`config.mk`:
```
export PLATFORM = sky130hd
export DESIGN_NAME = load_store_unit
export DESIGN_NICKNAME = d
export VERILOG_FILES = /design/src/rtl/riscv_pkg.sv /design/src/rtl/lsu_align.sv /design/src/rtl/load_store_unit.sv
export SDC_FILE = /design/constraint.sdc
export NUM_CORES = 1
export LEC_CHECK = 0
export CAP_MARGIN = 20
export CORE_MARGIN = 5
export CORE_UTILIZATION = 45
export DETAILED_ROUTE_END_ITERATION = 6
export PLACE_DENSITY = 0.86
export SLEW_MARGIN = 10
export SYNTH_ARGS = -nofsm -noshare
export SYNTH_HDL_FRONTEND = slang
export SYNTH_SLANG_ARGS = --single-unit
```
`constraint.sdc`:
```
create_clock -name clk -period 2.6 [get_ports clk]
set_clock_uncertainty 0.05 [all_clocks]
set_input_delay 0.52 -clock clk [delete_from_list [all_inputs] [get_ports clk]]
set_output_delay 0.52 -clock clk [all_outputs]
set_load 0.02 [all_outputs]
```
`src/rtl/riscv_pkg.sv`:
```
// Shared types and constants for the load/store unit: FSM state encoding,
// RV32I load/store funct3 codes and byte-enable base masks.
package riscv_pkg;

  typedef enum logic [1:0] {
    IDLE = 2'd0,
    REQ  = 2'd1,
    RESP = 2'd2
  } lsu_state_t;

  localparam logic [2:0] F3_B  = 3'b000;
  localparam logic [2:0] F3_H  = 3'b001;
  localparam logic [2:0] F3_W  = 3'b010;
  localparam logic [2:0] F3_BU = 3'b100;
  localparam logic [2:0] F3_HU = 3'b101;

  localparam logic [3:0] BE_BYTE = 4'b0001;
  localparam logic [3:0] BE_HALF = 4'b0011;
  localparam logic [3:0] BE_WORD = 4'b1111;

endpackage

```
`src/rtl/lsu_align.sv`:
```
// Combinational data-path of the LSU: store lane steering, byte-enable generation,
// alignment/funct3 legality check, and load lane extraction with sign/zero extension.
module lsu_align
  import riscv_pkg::*;
(
  input  logic [2:0]  i_funct3,
  input  logic [1:0]  i_addr_lo,
  input  logic        i_is_store,
  input  logic [31:0] i_store_data,
  output logic [3:0]  o_be,
  output logic [31:0] o_wdata,
  output logic        o_err,
  input  logic [2:0]  i_ld_funct3,
  input  logic [1:0]  i_ld_addr_lo,
  input  logic [31:0] i_rdata,
  output logic [31:0] o_ld_data
);

  logic [31:0] w_shifted;

  // NOTE: every output gets a default first so no path through the case infers a latch.
  always_comb begin
    o_be    = '0;
    o_wdata = '0;
    o_err   = 1'b0;
    case (i_funct3)
      F3_B, F3_BU: begin
        o_be    = 4'(BE_BYTE << i_addr_lo);
        o_wdata = {4{i_store_data[7:0]}};
      end
      F3_H, F3_HU: begin
        o_be    = 4'(BE_HALF << i_addr_lo);
        o_wdata = {2{i_store_data[15:0]}};
        o_err   = i_addr_lo[0];
      end
      F3_W: begin
        o_be    = BE_WORD;
        o_wdata = i_store_data;
        o_err   = (i_addr_lo != 2'b00);
      end
      default: o_err = 1'b1;
    endcase
    // Stores have no unsigned variants.
    if (i_is_store && i_funct3[2]) o_err = 1'b1;
  end

  assign w_shifted = i_rdata >> {i_ld_addr_lo, 3'b000};

  always_comb begin
    o_ld_data = i_rdata;
    case (i_ld_funct3)
      F3_B:    o_ld_data = {{24{w_shifted[7]}}, w_shifted[7:0]};
      F3_BU:   o_ld_data = {24'h0, w_shifted[7:0]};
      F3_H:    o_ld_data = {{16{w_shifted[15]}}, w_shifted[15:0]};
      F3_HU:   o_ld_data = {16'h0, w_shifted[15:0]};
      default: o_ld_data = i_rdata;
    endcase
  end

endmodule

```
`src/rtl/load_store_unit.sv`:
```
// Memory-stage load/store unit: accepts one op from EX, runs a single valid/ready
// transaction to data memory, stalls upstream while busy and returns load data to writeback.
module load_store_unit
  import riscv_pkg::*;
#(
  parameter int unsigned TIMEOUT_CYCLES = 255
) (
  input  logic        clk,
  input  logic        rst_n,
  input  logic        ex_valid,
  input  logic        ex_is_load,
  input  logic        ex_is_store,
  input  logic [2:0]  ex_funct3,
  input  logic [31:0] ex_addr,
  input  logic [31:0] ex_store_data,
  input  logic [4:0]  ex_rd,
  output logic        lsu_busy,
  output logic        wb_valid,
  output logic [4:0]  wb_rd,
  output logic [31:0] wb_data,
  output logic        misalign_err,
  output logic        bus_err,
  output logic        mem_req_valid,
  input  logic        mem_req_ready,
  output logic [31:0] mem_addr,
  output logic        mem_we,
  output logic [3:0]  mem_be,
  output logic [31:0] mem_wdata,
  input  logic        mem_rsp_valid,
  input  logic [31:0] mem_rsp_rdata
);

  localparam int CNT_W = (TIMEOUT_CYCLES < 2) ? 1 : $clog2(TIMEOUT_CYCLES + 1);

  lsu_state_t       r_state;
  logic             r_busy;
  logic             r_wb_valid;
  logic [4:0]       r_wb_rd;
  logic [31:0]      r_wb_data;
  logic             r_misalign_err;
  logic             r_bus_err;
  logic             r_req_valid;
  logic [31:0]      r_mem_addr;
  logic             r_mem_we;
  logic [3:0]       r_mem_be;
  logic [31:0]      r_mem_wdata;
  logic [2:0]       r_funct3;
  logic [1:0]       r_addr_lo;
  logic [4:0]       r_rd;
  logic [CNT_W-1:0] r_cnt;

  logic [3:0]       w_be;
  logic [31:0]      w_wdata;
  logic             w_err;
  logic [31:0]      w_ld_data;
  logic             w_accept;
  logic [CNT_W-1:0] w_cnt_next;
  logic             w_timeout;

  lsu_align u_align (
    .i_funct3     (ex_funct3),
    .i_addr_lo    (ex_addr[1:0]),
    .i_is_store   (ex_is_store),
    .i_store_data (ex_store_data),
    .o_be         (w_be),
    .o_wdata      (w_wdata),
    .o_err        (w_err),
    .i_ld_funct3  (r_funct3),
    .i_ld_addr_lo (r_addr_lo),
    .i_rdata      (mem_rsp_rdata),
    .o_ld_data    (w_ld_data)
  );

  assign w_accept   = (r_state == IDLE) && ex_valid && (ex_is_load || ex_is_store);
  assign w_cnt_next = r_cnt + CNT_W'(1);
  // A zero TIMEOUT_CYCLES lets the counter wrap harmlessly and never fires.
  assign w_timeout  = (TIMEOUT_CYCLES != 0) && (w_cnt_next == CNT_W'(TIMEOUT_CYCLES));

  // NOTE: sequential state uses non-blocking assignments only, so every register
  // samples pre-edge values regardless of statement order.
  always_ff @(posedge clk or negedge rst_n) begin
    if (!rst_n) begin
      r_state        <= IDLE;
      r_busy         <= 1'b0;
      r_wb_valid     <= 1'b0;
      r_wb_rd        <= '0;
      r_wb_data      <= '0;
      r_misalign_err <= 1'b0;
      r_bus_err      <= 1'b0;
      r_req_valid    <= 1'b0;
      r_mem_addr     <= '0;
      r_mem_we       <= 1'b0;
      r_mem_be       <= '0;
      r_mem_wdata    <= '0;
      r_funct3       <= '0;
      r_addr_lo      <= '0;
      r_rd           <= '0;
      r_cnt          <= '0;
    end else begin
      r_wb_valid     <= 1'b0;
      r_misalign_err <= 1'b0;
      r_bus_err      <= 1'b0;
      case (r_state)
        IDLE: begin
          if (w_accept) begin
            if (w_err) begin
              r_misalign_err <= 1'b1;
            end else begin
              r_state     <= REQ;
              r_busy      <= 1'b1;
              r_req_valid <= 1'b1;
              r_mem_addr  <= {ex_addr[31:2], 2'b00};
              r_mem_we    <= ex_is_store;
              r_mem_be    <= w_be;
              r_mem_wdata <= ex_is_store ? w_wdata : '0;
              r_funct3    <= ex_funct3;
              r_addr_lo   <= ex_addr[1:0];
              r_rd        <= ex_rd;
              r_cnt       <= '0;
            end
          end
        end
        REQ: begin
          if (mem_req_ready) begin
            r_req_valid <= 1'b0;
            r_cnt       <= '0;
            if (r_mem_we) begin
              r_state <= IDLE;
              r_busy  <= 1'b0;
            end else begin
              r_state <= RESP;
            end
          end else if (w_timeout) begin
            r_req_valid <= 1'b0;
            r_bus_err   <= 1'b1;
            r_state     <= IDLE;
            r_busy      <= 1'b0;
          end else begin
            r_cnt <= w_cnt_next;
          end
        end
        RESP: begin
          if (mem_rsp_valid) begin
            r_wb_valid <= 1'b1;
            r_wb_rd    <= r_rd;
            r_wb_data  <= w_ld_data;
            r_state    <= IDLE;
            r_busy     <= 1'b0;
          end else if (w_timeout) begin
            r_bus_err <= 1'b1;
            r_state   <= IDLE;
            r_busy    <= 1'b0;
          end else begin
            r_cnt <= w_cnt_next;
          end
        end
        default: begin
          r_state     <= IDLE;
          r_busy      <= 1'b0;
          r_req_valid <= 1'b0;
        end
      endcase
    end
  end

  assign lsu_busy      = r_busy;
  assign wb_valid      = r_wb_valid;
  assign wb_rd         = r_wb_rd;
  assign wb_data       = r_wb_data;
  assign misalign_err  = r_misalign_err;
  assign bus_err       = r_bus_err;
  assign mem_req_valid = r_req_valid;
  assign mem_addr      = r_mem_addr;
  assign mem_we        = r_mem_we;
  assign mem_be        = r_mem_be;
  assign mem_wdata     = r_mem_wdata;

endmodule

```
### Word level (Yosys, flattened, before mapping)

Index checks and enable logic that the tools add are counted.

* div/mod/pow operators: 0
* shift operators: 3
* equal/unequal tests: 15
* $add $sub $neg: 1
* magnitude comparators: 0
* $mul: 0
* reductions and logical operators: 17
* multiplexer cells: 38
* bitwise gates (word level): 2

Operator list (number)
* $pmux 32 s4: 1
* $pmux 32 s3: 1
* $mux 8: 5
* $mux 32: 1
* $shr 32x5->16: 1
* $pmux 8 s3: 1
* $mux 1: 17
* $eq 3x3->1 const B: 4
* $mux 2: 6
* $pmux 4 s3: 1
* $pmux 1 s3: 3
* $add 8x1->8 const B: 1
* $eq 8x8->1 const B: 1
* $reduce_and 4->1: 2
* $eq 3x1->1 const B: 2
* $logic_not 3->1: 2
* $ne 2x2->1 const B: 3
* $ne 3x3->1 const B: 2
* $pmux 2 s3: 1
* $reduce_and 3->1: 2
* $reduce_and 2->1: 2
* $reduce_or 2->1: 2
* $shl 1x2->4 const A: 1
* $shl 2x2->4 const A: 1
* other kinds (10): 13

* flip-flop bits (word level): 129
* output and inout port bits: 111
* bits of input ports: 111
* logic and storage cells: 92
* memory bits (writable): 0
* memory bits (read-only): 0
* memories: 0
* bits in latches: 0

### Depth between registers and ports, before layout

* word-level depth: 7
* gate-level depth with buffers: 7
* depth with buffers taken out: 7

### Hierarchy

From an unflattened synthesis, not the netlist that was laid out.

* cells, all modules: 728
* area, all modules: 6497.5 um^2

By module, submodules not included
* load_store_unit: instances 1, area an instance 5332.6 um^2, sequential area each 3228.1 um^2, cells each 530
* lsu_align: instances 1, area an instance 1164.9 um^2, sequential area each 0.0 um^2, cells each 198

### Worst setup path after synthesis

Ideal clock, no wire load.

* path kind: register -> register
* start: register r_cnt[0]
* end: register r_cnt[3]
* slack: 564 ps
* data arrival time: 1857 ps
* path buffers: 0
* library setup time: 128 ps
* required time: 2422 ps
* cell stages (with the launch flop): 7
* clock period less this slack: 2036 ps
* cells stage by stage: dfrtp_1 > ha_1 > nand3_2 > or3_4 > a2111oi_4 > or3_4 > o31ai_1

* longest elaborated chain between the ends: 5
* elaborated cells on any way between the ends: 6
* those cells by class: 1 x add/sub; 1 x eq/ne; 4 x mux

RTL lines
* start: declaration: line load_store_unit.sv:50 `logic [CNT_W-1:0] r_cnt;`
* start signal: assignment: line load_store_unit.sv:139 `r_cnt <= w_cnt_next;`
* start signal: assignment: line load_store_unit.sv:154 `r_cnt <= w_cnt_next;`
* $add 8x1->8 (*): line load_store_unit.sv:75 `assign w_cnt_next = r_cnt + CNT_W'(1);`
* $eq 8x8->1: line load_store_unit.sv:77 `assign w_timeout = (TIMEOUT_CYCLES != 0) && (w_cnt_next == CNT_W'(TIMEOUT_CYCLES));`
* $mux 8 (*): line load_store_unit.sv:133, load_store_unit.sv:149
* $mux 8 (on tied branches): line load_store_unit.sv:143, load_store_unit.sv:124
* $pmux 8 s3 (*): line load_store_unit.sv:103 `case (r_state)`

Every way passes the cells marked *; elsewhere a longest branch is shown, timed or not. The select of a mux whose other input is x is not followed.
A chain may end at the register's enable or synchronous reset.

### Worst setup path in the final report

* start: register r_cnt[0]
* end: register r_cnt[4]

The elaborated chain is that of the path after synthesis.

==> metrics.csv <==
metric,value,unit
critical path type,flip-flop to flip-flop,
Final Hold Violating Endpoints,0,
die footprint,16000,sq um
status,"complete, no violations",
Crit. End Element,flip-flop,
Horiz. Die Dim,126,microns
Yosys top cell by area,dfrtp_1,
wire length of the first global-routing pass,30.0,mm
Buffers on Ports,219,
root buf cell,clkbuf_16,
top_reg_cell synth,dfrtp_1,
Post-Synth Adder-Cell Area,1.44,%
Leakage Power,0.00422,uW
Post-synth EDFFs,0,
Routed wire per std cell,16.8,microns
Area growth syn-to-layout,49.2,%
fin. max-slew vios,0,
WP data arrival,2.55,ns
final cell count without fillers,1111,
ant diodes,0,
most common library cell in the layout ignoring fill and taps,nand2_1,
HP Class,flip-flop to flip-flop,
FP Rows,42,
Final ANT Viol Nets,0,
share of layout cells above drive strength 1,6.42,%
total chip power,10200,uW
crit path launch type,flip-flop,
clock buffer depth,2,
final setup fails,0,
sequential element share of the synthesized area,53.0,%
hpwl dp,13.7,mm
CTS Buf Count,17,
via count of the first global-routing pass,5823,
Worst Tran Pin Value,0.790,ns
top area cells in the synthesized netlist,"dfrtp_1, nand2_1, nor2_1",
Synth Area in XOR/XNOR,0.288,%
"CTS clk-pin slew, worst paths",0.05,ns
mux contribution to synthesized area,3.49,%
library cells used by synthesis,50,
Layout Nets,1042,
global route total overflow,0,
Synth Area in Simple Gates,23.5,%
DR iter-0 viols,364,
Max-slew headroom,46.9,%
H-tree Lvls,4,
initial core utilization,46.0,%
Clock Sinks,129,
"Cell Area, Synth",6090,sq um
cell count after synthesis,705,
Post-synth ARST share,100,%
Achievable Freq,433,MHz
Period minus WS final,2.31,ns
Post-Route Utilization,68.6,%
most frequent cells in the layout,"nand2_1, clkdlybuf4s50_1, dfrtp_1",
main combinational cell family by area after synthesis,simple AND/OR/NAND/NOR gates,
Synth top area share,53.0,%
final setup TNS,0,ns
CTS tree,done,
overall routing resource usage,23.6,%
power density over the cells,1120,nW/um^2
drt pass-1 iters,5,
Post CTS Setup Buffer Count,0,
sequential cell area,3230,sq um
initial antenna violation count,0,
Synth Area in Compound Gates,14.1,%
worst endpoint required time,2.84,ns
DRC Markers,0,
CP max FO,8,
Post-Place Cell Area,8550,sq um
GPL Wtd Cong,0.930,
io pins,222,
Via Count,5849,
placed cells,1080,
final instance area,9080,sq um
post_cts resized,0,
FILL cells,1086,
Peak supply drop,0.538,mV
unrepaired setup endpoints after global routing,no,
share of the clock period used by the worst path,88.8,%
average footprint of a synthesized cell,8.64,sq um
number of max-cap violations,0,
Core Region,13200,sq um
largest net degree at the start of global routing,75,
multi-input logic area,2620,sq um
WL final,18.7,mm
vias per inst,5.26,
Die Y,126,microns
Ys Warns,0,
worst-skew pair later-pin latency,0.41,ns
Yosys reg bits,129,
[kinds of logic after synthesis]
| family | count (synthesis) |
|---|---|
| simple gates | 352 |
| fa+ha+maj | 7 |
| xor+xnor | 2 |
| compound gates | 133 |
| other cells | 1 |
| buf+inv | 61 |
| mux | 20 |
| flops | 129 |
[state kept, by name, summed over array words and instances (netlist names), 2 cells and up]
name and flops:
r_funct3 3, wb_data 32, r_cnt 8, r_rd 5
r_state 2, mem_be 4, r_addr_lo 2, mem_wdata 32
mem_addr 30, wb_rd 5
[where the power goes]
part           internal, uW  switching [uW]  total, uW
Combinational          2120            2580       4700
Sequential             2840             498       3340
Clock                  1300             821       2120
Total                  6260            3900      10200
[per-layer routing]
metal / vias to the layer above / wire, microns / global-route usage [%]
met4: 0 / 681 / 10.6
met3: 48 / 1690 / 7.99
li1: 2785 / - / -
met5: - / 0 / 0
met2: 269 / 8960 / 38.0
met1: 2747 / 7370 / 28.9
[worst max-delay path: stages, from the launching register on]
cell and delay [ns]:
dfrtp_1 0.39, ha_1 0.28, nand3_2 0.13, or3_4 0.37
a2111oi_4 0.62, or3_4 0.28, o31ai_1 0.07
[cell usage after synthesis, types with 2 or more instances]
cell type and count:
a221oi_1 7, inv_1 20, o21a_1 3, o22ai_1 8
nor2_1 65, o21ai_0 36, o31ai_1 13, mux2i_1 19
nand3_1 26, buf_4 2, nand2_1 241, a31oi_1 3
a21oi_1 36, clkbuf_1 28, o221ai_1 2, nor3_1 2
buf_1 2, nor2b_1 4, a21o_1 8, nand3b_1 2
ha_1 7, nand2b_1 4, or3_4 2, o21ai_1 3
buf_2 9, dfrtp_1 129
[layout make-up]
class | instances | area share, %
Clock buffer | 24 | 5.41
Clock inverter | 6 | 0.358
Inverter | 20 | 0.826
Multi-Input combinational cell | 516 | 28.9
Sequential cell | 129 | 35.5
Tap cell | 176 | 2.42
Timing Repair Buffer | 240 | 26.6
[path summary, 6_finish.rpt]
kind | from | end | cells after the start | slack [ns]
max | r_cnt[0]$_DFFE_PN0P_ | r_cnt[4]$_DFFE_PN0P_ | 6 | 0.29
min | r_rd[2]$_DFFE_PN0P_ | wb_rd[2]$_DFFE_PN0P_ | 2 | 0.42
max reg2reg | r_cnt[0]$_DFFE_PN0P_ | r_cnt[4]$_DFFE_PN0P_ | 6 | 0.29
min reg2reg | r_rd[2]$_DFFE_PN0P_ | wb_rd[2]$_DFFE_PN0P_ | 2 | 0.42
max in group asynchronous | rst_n | mem_addr[30]$_DFFE_PN0P_ | 3 | 1.23
min in group asynchronous | rst_n | wb_data[31]$_DFFE_PN0P_ | 2 | 0.52
[what timing repair did]
item,4_1_cts,5_1_grt
hold buffers,1,0
endpoints found under the hold margin,21,0
endpoints found under the setup margin,0,0
[stage by stage]
stage | worst slack [ns] | hold WS (ns)
6_report | 0.291 | 0.419
5_1_grt | 0.159 | 0.438
4_1_cts | 0.289 | 0.420
3_5_place_dp | 0.0123 | 0.388
3_3_place_gp | 0.143 | 0.386
2_1_floorplan | 0.564 | 0.174
Note: power is estimated with default switching activity, not from simulation.
